===== config.mk =====
export PLATFORM = sky130hd
export DESIGN_NAME = lc3_mem_sequencer
export DESIGN_NICKNAME = d
export VERILOG_FILES = /design/src/rtl/lc3_mem_pkg.sv /design/src/rtl/lc3_rr_arb2.sv /design/src/rtl/lc3_mem_sequencer.sv
export SDC_FILE = /design/constraint.sdc
export NUM_CORES = 1
export LEC_CHECK = 0
export BUFFER_PORTS_ARGS = -buffer_cell sky130_fd_sc_hd__buf_2
export CAP_MARGIN = 20
export CORE_AREA = 2 2 69 71
export CTS_CLUSTER_DIAMETER = 80
export DETAILED_ROUTE_END_ITERATION = 8
export DIE_AREA = 0 0 71 73
export PLACE_DENSITY = 0.83
export SYNTH_ARGS = -nofsm -noshare
export SYNTH_HDL_FRONTEND = slang
export SYNTH_SLANG_ARGS = --single-unit

===== constraint.sdc =====
create_clock -name clk -period 3.14 [get_ports clk]
set_clock_uncertainty 0.2 [all_clocks]
set_input_delay 0.157 -clock clk [delete_from_list [all_inputs] [get_ports clk]]
set_output_delay 0.157 -clock clk [all_outputs]
set_load 0.01 [all_outputs]

===== src/rtl/lc3_mem_pkg.sv =====
// Shared types and constants for the LC3 data-memory sequencer.
// State encoding, requester ids and MAR mux select values.
package lc3_mem_pkg;

  localparam int ADDR_W_DEF = 16;
  localparam int DATA_W_DEF = 16;

  localparam logic MAR_SEL_EA   = 1'b0;
  localparam logic MAR_SEL_DATA = 1'b1;

  typedef enum logic [2:0] {
    IDLE,
    MAR,
    ACC,
    IMAR,
    RESP
  } state_e;

  typedef enum logic {
    REQ_FETCH = 1'b0,
    REQ_DATA  = 1'b1
  } req_id_e;

endpackage


===== src/rtl/lc3_rr_arb2.sv =====
// Two-way round-robin arbiter between instruction fetch and the data port.
// The winner of a tie is whichever port did not win the previous grant.
module lc3_rr_arb2
  import lc3_mem_pkg::*;
(
  input  logic clk,
  input  logic rst_n,
  input  logic i_en,
  input  logic i_f_req,
  input  logic i_d_req,
  output logic o_gnt_valid,
  output logic o_gnt_data
);

  req_id_e r_last_grant;
  req_id_e w_gnt_id;

  always_comb begin
    w_gnt_id = REQ_FETCH;
    if (i_f_req && i_d_req) begin
      w_gnt_id = (r_last_grant == REQ_DATA) ? REQ_FETCH : REQ_DATA;
    end else if (i_d_req) begin
      w_gnt_id = REQ_DATA;
    end
  end

  assign o_gnt_valid = i_en & (i_f_req | i_d_req);
  assign o_gnt_data  = (w_gnt_id == REQ_DATA);

  // Starting at DATA lets fetch win the first tie after reset.
  always_ff @(posedge clk or negedge rst_n) begin
    if (!rst_n) begin
      r_last_grant <= REQ_DATA;
    end else if (o_gnt_valid) begin
      r_last_grant <= w_gnt_id;
    end
  end

endmodule


===== src/rtl/lc3_mem_sequencer.sv =====
// Sequencer/arbiter for the LC3 MAR, MAR mux and single-port data RAM.
// Define LC3_MEM_INDIRECT_EN to build LDI/STI pointer-reload support.
module lc3_mem_sequencer
  import lc3_mem_pkg::*;
#(
  parameter int ADDR_W = ADDR_W_DEF,
  parameter int DATA_W = DATA_W_DEF
) (
  input  logic              clk,
  input  logic              rst_n,
  input  logic              f_req,
  input  logic [ADDR_W-1:0] f_addr,
  output logic              f_ack,
  input  logic              d_req,
  input  logic              d_we,
  input  logic              d_ind,
  input  logic [ADDR_W-1:0] d_addr,
  input  logic [DATA_W-1:0] d_wdata,
  output logic              d_ack,
  output logic [DATA_W-1:0] rdata,
  output logic              busy,
  output logic              mar_le,
  output logic              mar_control,
  output logic              we,
  output logic [ADDR_W-1:0] ea,
  output logic [DATA_W-1:0] y,
  input  logic [DATA_W-1:0] data_in
);

  state_e            r_state;
  state_e            w_next_state;
  req_id_e           r_port;
  logic [ADDR_W-1:0] r_addr;
  logic              r_we;
  logic [DATA_W-1:0] r_wdata;
  logic              w_gnt_valid;
  logic              w_gnt_data;
  logic              w_need_ptr;

  lc3_rr_arb2 u_arb (
    .clk         (clk),
    .rst_n       (rst_n),
    .i_en        (r_state == IDLE),
    .i_f_req     (f_req),
    .i_d_req     (d_req),
    .o_gnt_valid (w_gnt_valid),
    .o_gnt_data  (w_gnt_data)
  );

`ifdef LC3_MEM_INDIRECT_EN
  logic r_ind;
  logic r_ptr_done;

  always_ff @(posedge clk or negedge rst_n) begin
    if (!rst_n) begin
      r_ind      <= 1'b0;
      r_ptr_done <= 1'b0;
    end else if (w_gnt_valid) begin
      r_ind      <= w_gnt_data & d_ind;
      r_ptr_done <= 1'b0;
    end else if (r_state == IMAR) begin
      r_ptr_done <= 1'b1;
    end
  end

  assign w_need_ptr = r_ind & ~r_ptr_done;
`else
  logic w_unused_ind;
  assign w_unused_ind = d_ind;
  assign w_need_ptr   = 1'b0;
`endif

  // Fetch is always captured as a direct read, whatever the data-port inputs say.
  always_ff @(posedge clk or negedge rst_n) begin
    if (!rst_n) begin
      r_state <= IDLE;
      r_port  <= REQ_FETCH;
      r_addr  <= '0;
      r_we    <= 1'b0;
      r_wdata <= '0;
    end else begin
      r_state <= w_next_state;
      if (w_gnt_valid) begin
        if (w_gnt_data) begin
          r_port  <= REQ_DATA;
          r_addr  <= d_addr;
          r_we    <= d_we;
          r_wdata <= d_wdata;
        end else begin
          r_port  <= REQ_FETCH;
          r_addr  <= f_addr;
          r_we    <= 1'b0;
          r_wdata <= '0;
        end
      end
    end
  end

  always_comb begin
    w_next_state = r_state;
    mar_le       = 1'b0;
    mar_control  = MAR_SEL_EA;
    we           = 1'b0;
    ea           = '0;
    y            = '0;
    f_ack        = 1'b0;
    d_ack        = 1'b0;
    rdata        = '0;
    case (r_state)
      IDLE: begin
        if (w_gnt_valid) w_next_state = MAR;
      end
      MAR: begin
        mar_le       = 1'b1;
        mar_control  = MAR_SEL_EA;
        ea           = r_addr;
        w_next_state = ACC;
      end
      ACC: begin
        if (w_need_ptr) begin
          w_next_state = IMAR;
        end else begin
          if (r_we) begin
            we = 1'b1;
            y  = r_wdata;
          end
          w_next_state = RESP;
        end
      end
`ifdef LC3_MEM_INDIRECT_EN
      IMAR: begin
        mar_le       = 1'b1;
        mar_control  = MAR_SEL_DATA;
        w_next_state = ACC;
      end
`endif
      RESP: begin
        if (r_port == REQ_DATA) d_ack = 1'b1;
        else                    f_ack = 1'b1;
        rdata        = r_we ? '0 : data_in;
        w_next_state = IDLE;
      end
      default: w_next_state = IDLE;
    endcase
  end

  assign busy = (r_state != IDLE);

endmodule


# Word level (Yosys, flattened, before mapping)
# Index checks and enable logic that the tools add are counted.
# Widths: inputs -> output; s select.
dict set report word_totals {
  regBits 38
  inputBits 70
  out_inout_bits 54
}
dict set report classes {
  eq_ne 4
  mux 21
  n_bitwise 2
  n_reduce_logical 3
}
# operator n
set ops {}
lappend ops {{$mux 16} 7}
lappend ops {{$mux 1} 12}
lappend ops {{$pmux 3 s3} 1}
lappend ops {{$eq 3x1->1 const B} 1}
lappend ops {{$eq 3x2->1 const B} 1}
lappend ops {{$eq 3x3->1 const B} 1}
lappend ops {{$logic_not 3->1} 1}
lappend ops {{$mux 3} 1}
lappend ops {{$reduce_bool 3->1} 1}
lappend ops {{$ne 2x2->1 const B} 1}
lappend ops {{$and 1x1->1} 1}
lappend ops {{$logic_and 1x1->1} 1}
lappend ops {{$or 1x1->1} 1}

# Logic depth before layout (Yosys ltp)
dict set report logic_depth {
  word_depth 4
  ltp_mapped 6
}

# Modules after synthesis
# From an unflattened synthesis, not the netlist that was laid out.
dict set report unflattened {
  hier_cells 220
  area_unflattened_um2 2033.2
}
# module instances cells_per_inst area_per_inst_um2 seq_area_each_um2
set modules_own_cells {}
lappend modules_own_cells {lc3_mem_sequencer 1 215 1980.6 925.9}
lappend modules_own_cells {lc3_rr_arb2 1 5 52.6 26.3}

# Least setup slack after synthesis
# OpenSTA, ideal clock, no wires.
dict set report synth_timing {
  path_kind {reg-to-reg}
  from {reg r_state[1]}
  to {reg r_wdata[0]}
  setup_time_ns 0.121
  arrival_ns 1.365
  t_required_ns 2.819
  slack_ns 1.454
  stages_incl_launch_ff 7
  n_path_buf 3
  synth_period_minus_slack_ns 1.686
  path_cell_list {dfrtp_1 > nor3_2 > buf_4 > o21ai_2 > buf_2 > buf_6 > a22o_1}
}
dict set report synth_between {
  elab_chain_len 2
}
# element line_no
set synth_lines {}
lappend synth_lines {{start: declaration} lc3_mem_sequencer.sv:30} ;# state_e r_state;
lappend synth_lines {{start signal: assignment} lc3_mem_sequencer.sv:82} ;# r_state <= w_next_state;
lappend synth_lines {{$logic_not 3->1} lc3_mem_sequencer.sv:43} ;# .i_en (r_state == IDLE),
lappend synth_lines {{$and 1x1->1} lc3_rr_arb2.sv:27} ;# assign o_gnt_valid = i_en & (i_f_req | i_d_req);
lappend synth_lines {{end signal: assignment} lc3_mem_sequencer.sv:88} ;# r_wdata <= d_wdata;
lappend synth_lines {{end: declaration} lc3_mem_sequencer.sv:35} ;# logic [DATA_W-1:0] r_wdata;
# Every way passes these cells.
# A chain may end at the register's enable or synchronous reset.

# Final worst setup path
dict set report layout_timing {
  from {reg r_we}
  to {out rdata[4]}
}
dict set report layout_between {
  elab_chain_len 2
}
# element line_no
set layout_lines {}
lappend layout_lines {{start: declaration} lc3_mem_sequencer.sv:34} ;# logic r_we;
lappend layout_lines {{start signal: assignment} lc3_mem_sequencer.sv:87} ;# r_we <= d_we;
lappend layout_lines {{$mux 16} lc3_mem_sequencer.sv:140} ;# rdata = r_we ? '0 : data_in;
lappend layout_lines {{$mux 16} lc3_mem_sequencer.sv:109} ;# case (r_state)
lappend layout_lines {{end: declaration} lc3_mem_sequencer.sv:20} ;# output logic [DATA_W-1:0] rdata,
# Every way passes these cells.

==> impl_metrics.json <==
{
  "ys_types": 27,
  "synth-seq-cells": 38,
  "cts_max_level": 2,
  "syn_nets": 240,
  "power.combinational.fraction_pct": 45.6,
  "dp_cells": 330,
  "core_area_um2": 4540,
  "first_iter_violations": 122,
  "async_flop_share_pct": 100,
  "num-fill-cells": 365,
  "rsz0062_at_grt": "false",
  "firstDrtPassIters": 4,
  "place_ws_ns": 1.01,
  "routed_wl_um": 5470,
  "power_frac_clock_pct": 17.7,
  "cts-root-buf": "clkbuf_8",
  "final_nets": 387,
  "reg2reg_depth": 4,
  "r2r-start": "r_state[1]",
  "rows": 25,
  "viasPerCell": 5.26,
  "hold_viol": 0,
  "endpoint_kind": "output port",
  "syn_area_um2": 1950,
  "grt_pass1_vias": 2014,
  "tns_ns": 0,
  "start_util_pct": 43.0,
  "grt_pass1_wl_um": 8680,
  "ys_seq_area_share_pct": 48.9,
  "power_leakage_nw": 1.60,
  "path_class": "reg -> out",
  "wl_per_cell_um": 14.7,
  "timing.hold.ws_ns": 0.0334,
  "final_util_pct": 66.3,
  "min_period_over_period_pct": 76.1,
  "switchingPower_uw": 842,
  "final_cell_mix": "buf_2 (121), dfrtp_1 (37), dlygate4sd3_1 (34), and2_1 (33)",
  "cts.reportedPaths.clkPinSlew_ns": 0.07,
  "clock_path_buffers": 2,
  "drive_gt1_share_pct": 47.8,
  "die_h_um": 73,
  "r2r_slack_ns": 1.16,
  "num_antenna_cells": 0,
  "hpwl_um": 3540,
  "min_path_cells": 3,
  "cap_violations": 0,
  "setup_viol": 0,
  "status": "finished, final reports clean",
  "multi_input_area_um2": 901,
  "power.density_nw_per_um2": 780,
  "ir_drop_mv": 0.398,
  "cts_sinks": 38,
  "start_kind": "register",
  "grtUsageTotal_pct": 21.0,
  "drc": 0,
  "fin_ws_ns": 0.749,
  "p_int_mw": 1.50,
  "final_area_um2": 3010,
  "slew_headroom_pct": 44.0,
  "worstPathRequired_ns": 2.78,
  "period_needed_ns": 2.39,
  "seqCellArea_um2": 952,
  "vias": 1956,
  "holdPathEnd": "r_addr[0]",
  "synth_cells": 170,
  "io_pins": 124,
  "critPathMaxFanout": 19,
  "hp-class": "in -> reg",
  "seq_power_share_pct": 36.6,
  "areaGrowthSynthToFinish_pct": 54.3,
  "max_freq_mhz": 418,
  "portBuffers": 121,
  "synth-edff-count": 0,
  "insertion_delay_ns": 0.28,
  "yosys_warnings": 0,
  "final_common_cell": "buf_2",
  "p_total_mw": 2.34,
  "worstHoldStart": "f_addr[0]",
  "postRouteAntennaNets": 0,
  "reg2reg_to": "r_addr[12]",
  "antenna_found_initial": 0,
  "ys.flop_type": "dfrtp_1",
  "overflow": 0,
  "cts_buffers": 5,
  "dpl_cell_area_um2": 2550,
  "fin_cells": 372,
  "slew_violations": 0,
  "ctsResizeCount": 0,
  "avgSynthCellArea_um2": 11.5,
  "cp.arrival_ns": 2.03,
  "switching_share_pct": 35.9,
  "gp_congestion": 0.735,
  "die_area_um2": 5180,
  "tightest_slew_ns": 0.837,
  "cts_tree": "yes",
  "fp.dieW_um": 71,
  "grt_max_degree": 39
}
## cell type report
| type | count | share of cell area [%] |
|---|---|---|
| Multi-Input combinational cell | 113 | 30.0 |
| Clock inverter | 1 | 0.999 |
| Clock buffer | 7 | 2.87 |
| Timing Repair Buffer | 157 | 32.0 |
| Tap cell | 54 | 2.25 |
| Inverter | 2 | 0.250 |
| Sequential cell | 38 | 31.7 |
## worst max-delay path, stage by stage, from the launching register on
cell     delay, ns
dfrtp_1       0.56
nor4b_2       0.83
and2_1        0.23
buf_2         0.13
## per-layer routing
metal | track usage [%] | routed length [um] | vias to the layer above
met2 | 40.0 | 2800 | 83
met1 | 23.0 | 2210 | 927
met5 | 0 | 0 | -
met4 | 8.39 | 129 | 0
li1 | - | - | 934
met3 | 3.59 | 324 | 12
## kinds of logic after synthesis
logic type             count (synthesis)  synth area share, %
buffers and inverters                 19                 4.88
AOI/OAI and AO/OA                     36                 18.1
DFF                                   38                 48.9
other                                  1                0.192
and+or+nand+nor                       76                 27.9
## worst max path at each step
stage | startpoint | to
final | r_we | rdata[4]
after global routing | r_we | rdata[4]
after CTS | r_we | rdata[4]
after detailed placement | r_we | rdata[10]
after global placement | f_req | r_addr[7]
after floorplan | r_state[1] | r_wdata[0]
## registers in the layout, summed over array words and instances (netlist names)
signal and cells:
r_we 1, r_port 1, r_state 3, r_wdata 16, u_arb.r_last_grant 1, r_addr 16
## what timing repair did
action / 4_1_cts / 5_1_grt
endpoints found under the hold margin: 70 / 0
hold buffers: 34 / 0
buffers inserted: 0 / 0
## power groups by stage
stage / Sequential, mW / Clock, mW / Combinational [mW]
after detailed placement: 0.868 / 0 / 1.04
after floorplan: 0.811 / 0 / 0.781
after global routing: 0.893 / 0.445 / 1.18
after global placement: 0.855 / 0 / 1.02
final: 0.859 / 0.415 / 1.07
after CTS: 0.857 / 0.426 / 1.08
## Yosys cell counts (2+ instances only)
cell type	instances	area share (%)
dfrtp_1	37	48
and2_1	33	11
a22o_1	17	7.6
and3_1	17	5.5
nand4b_1	16	7.2
o221a_2	15	8.7
clkbuf_1	7	1.3
buf_2	6	1.5
a21o_1	2	0.77
buf_4	2	0.77
nor3b_1	2	0.77
Power figures use the tool's default switching activity.
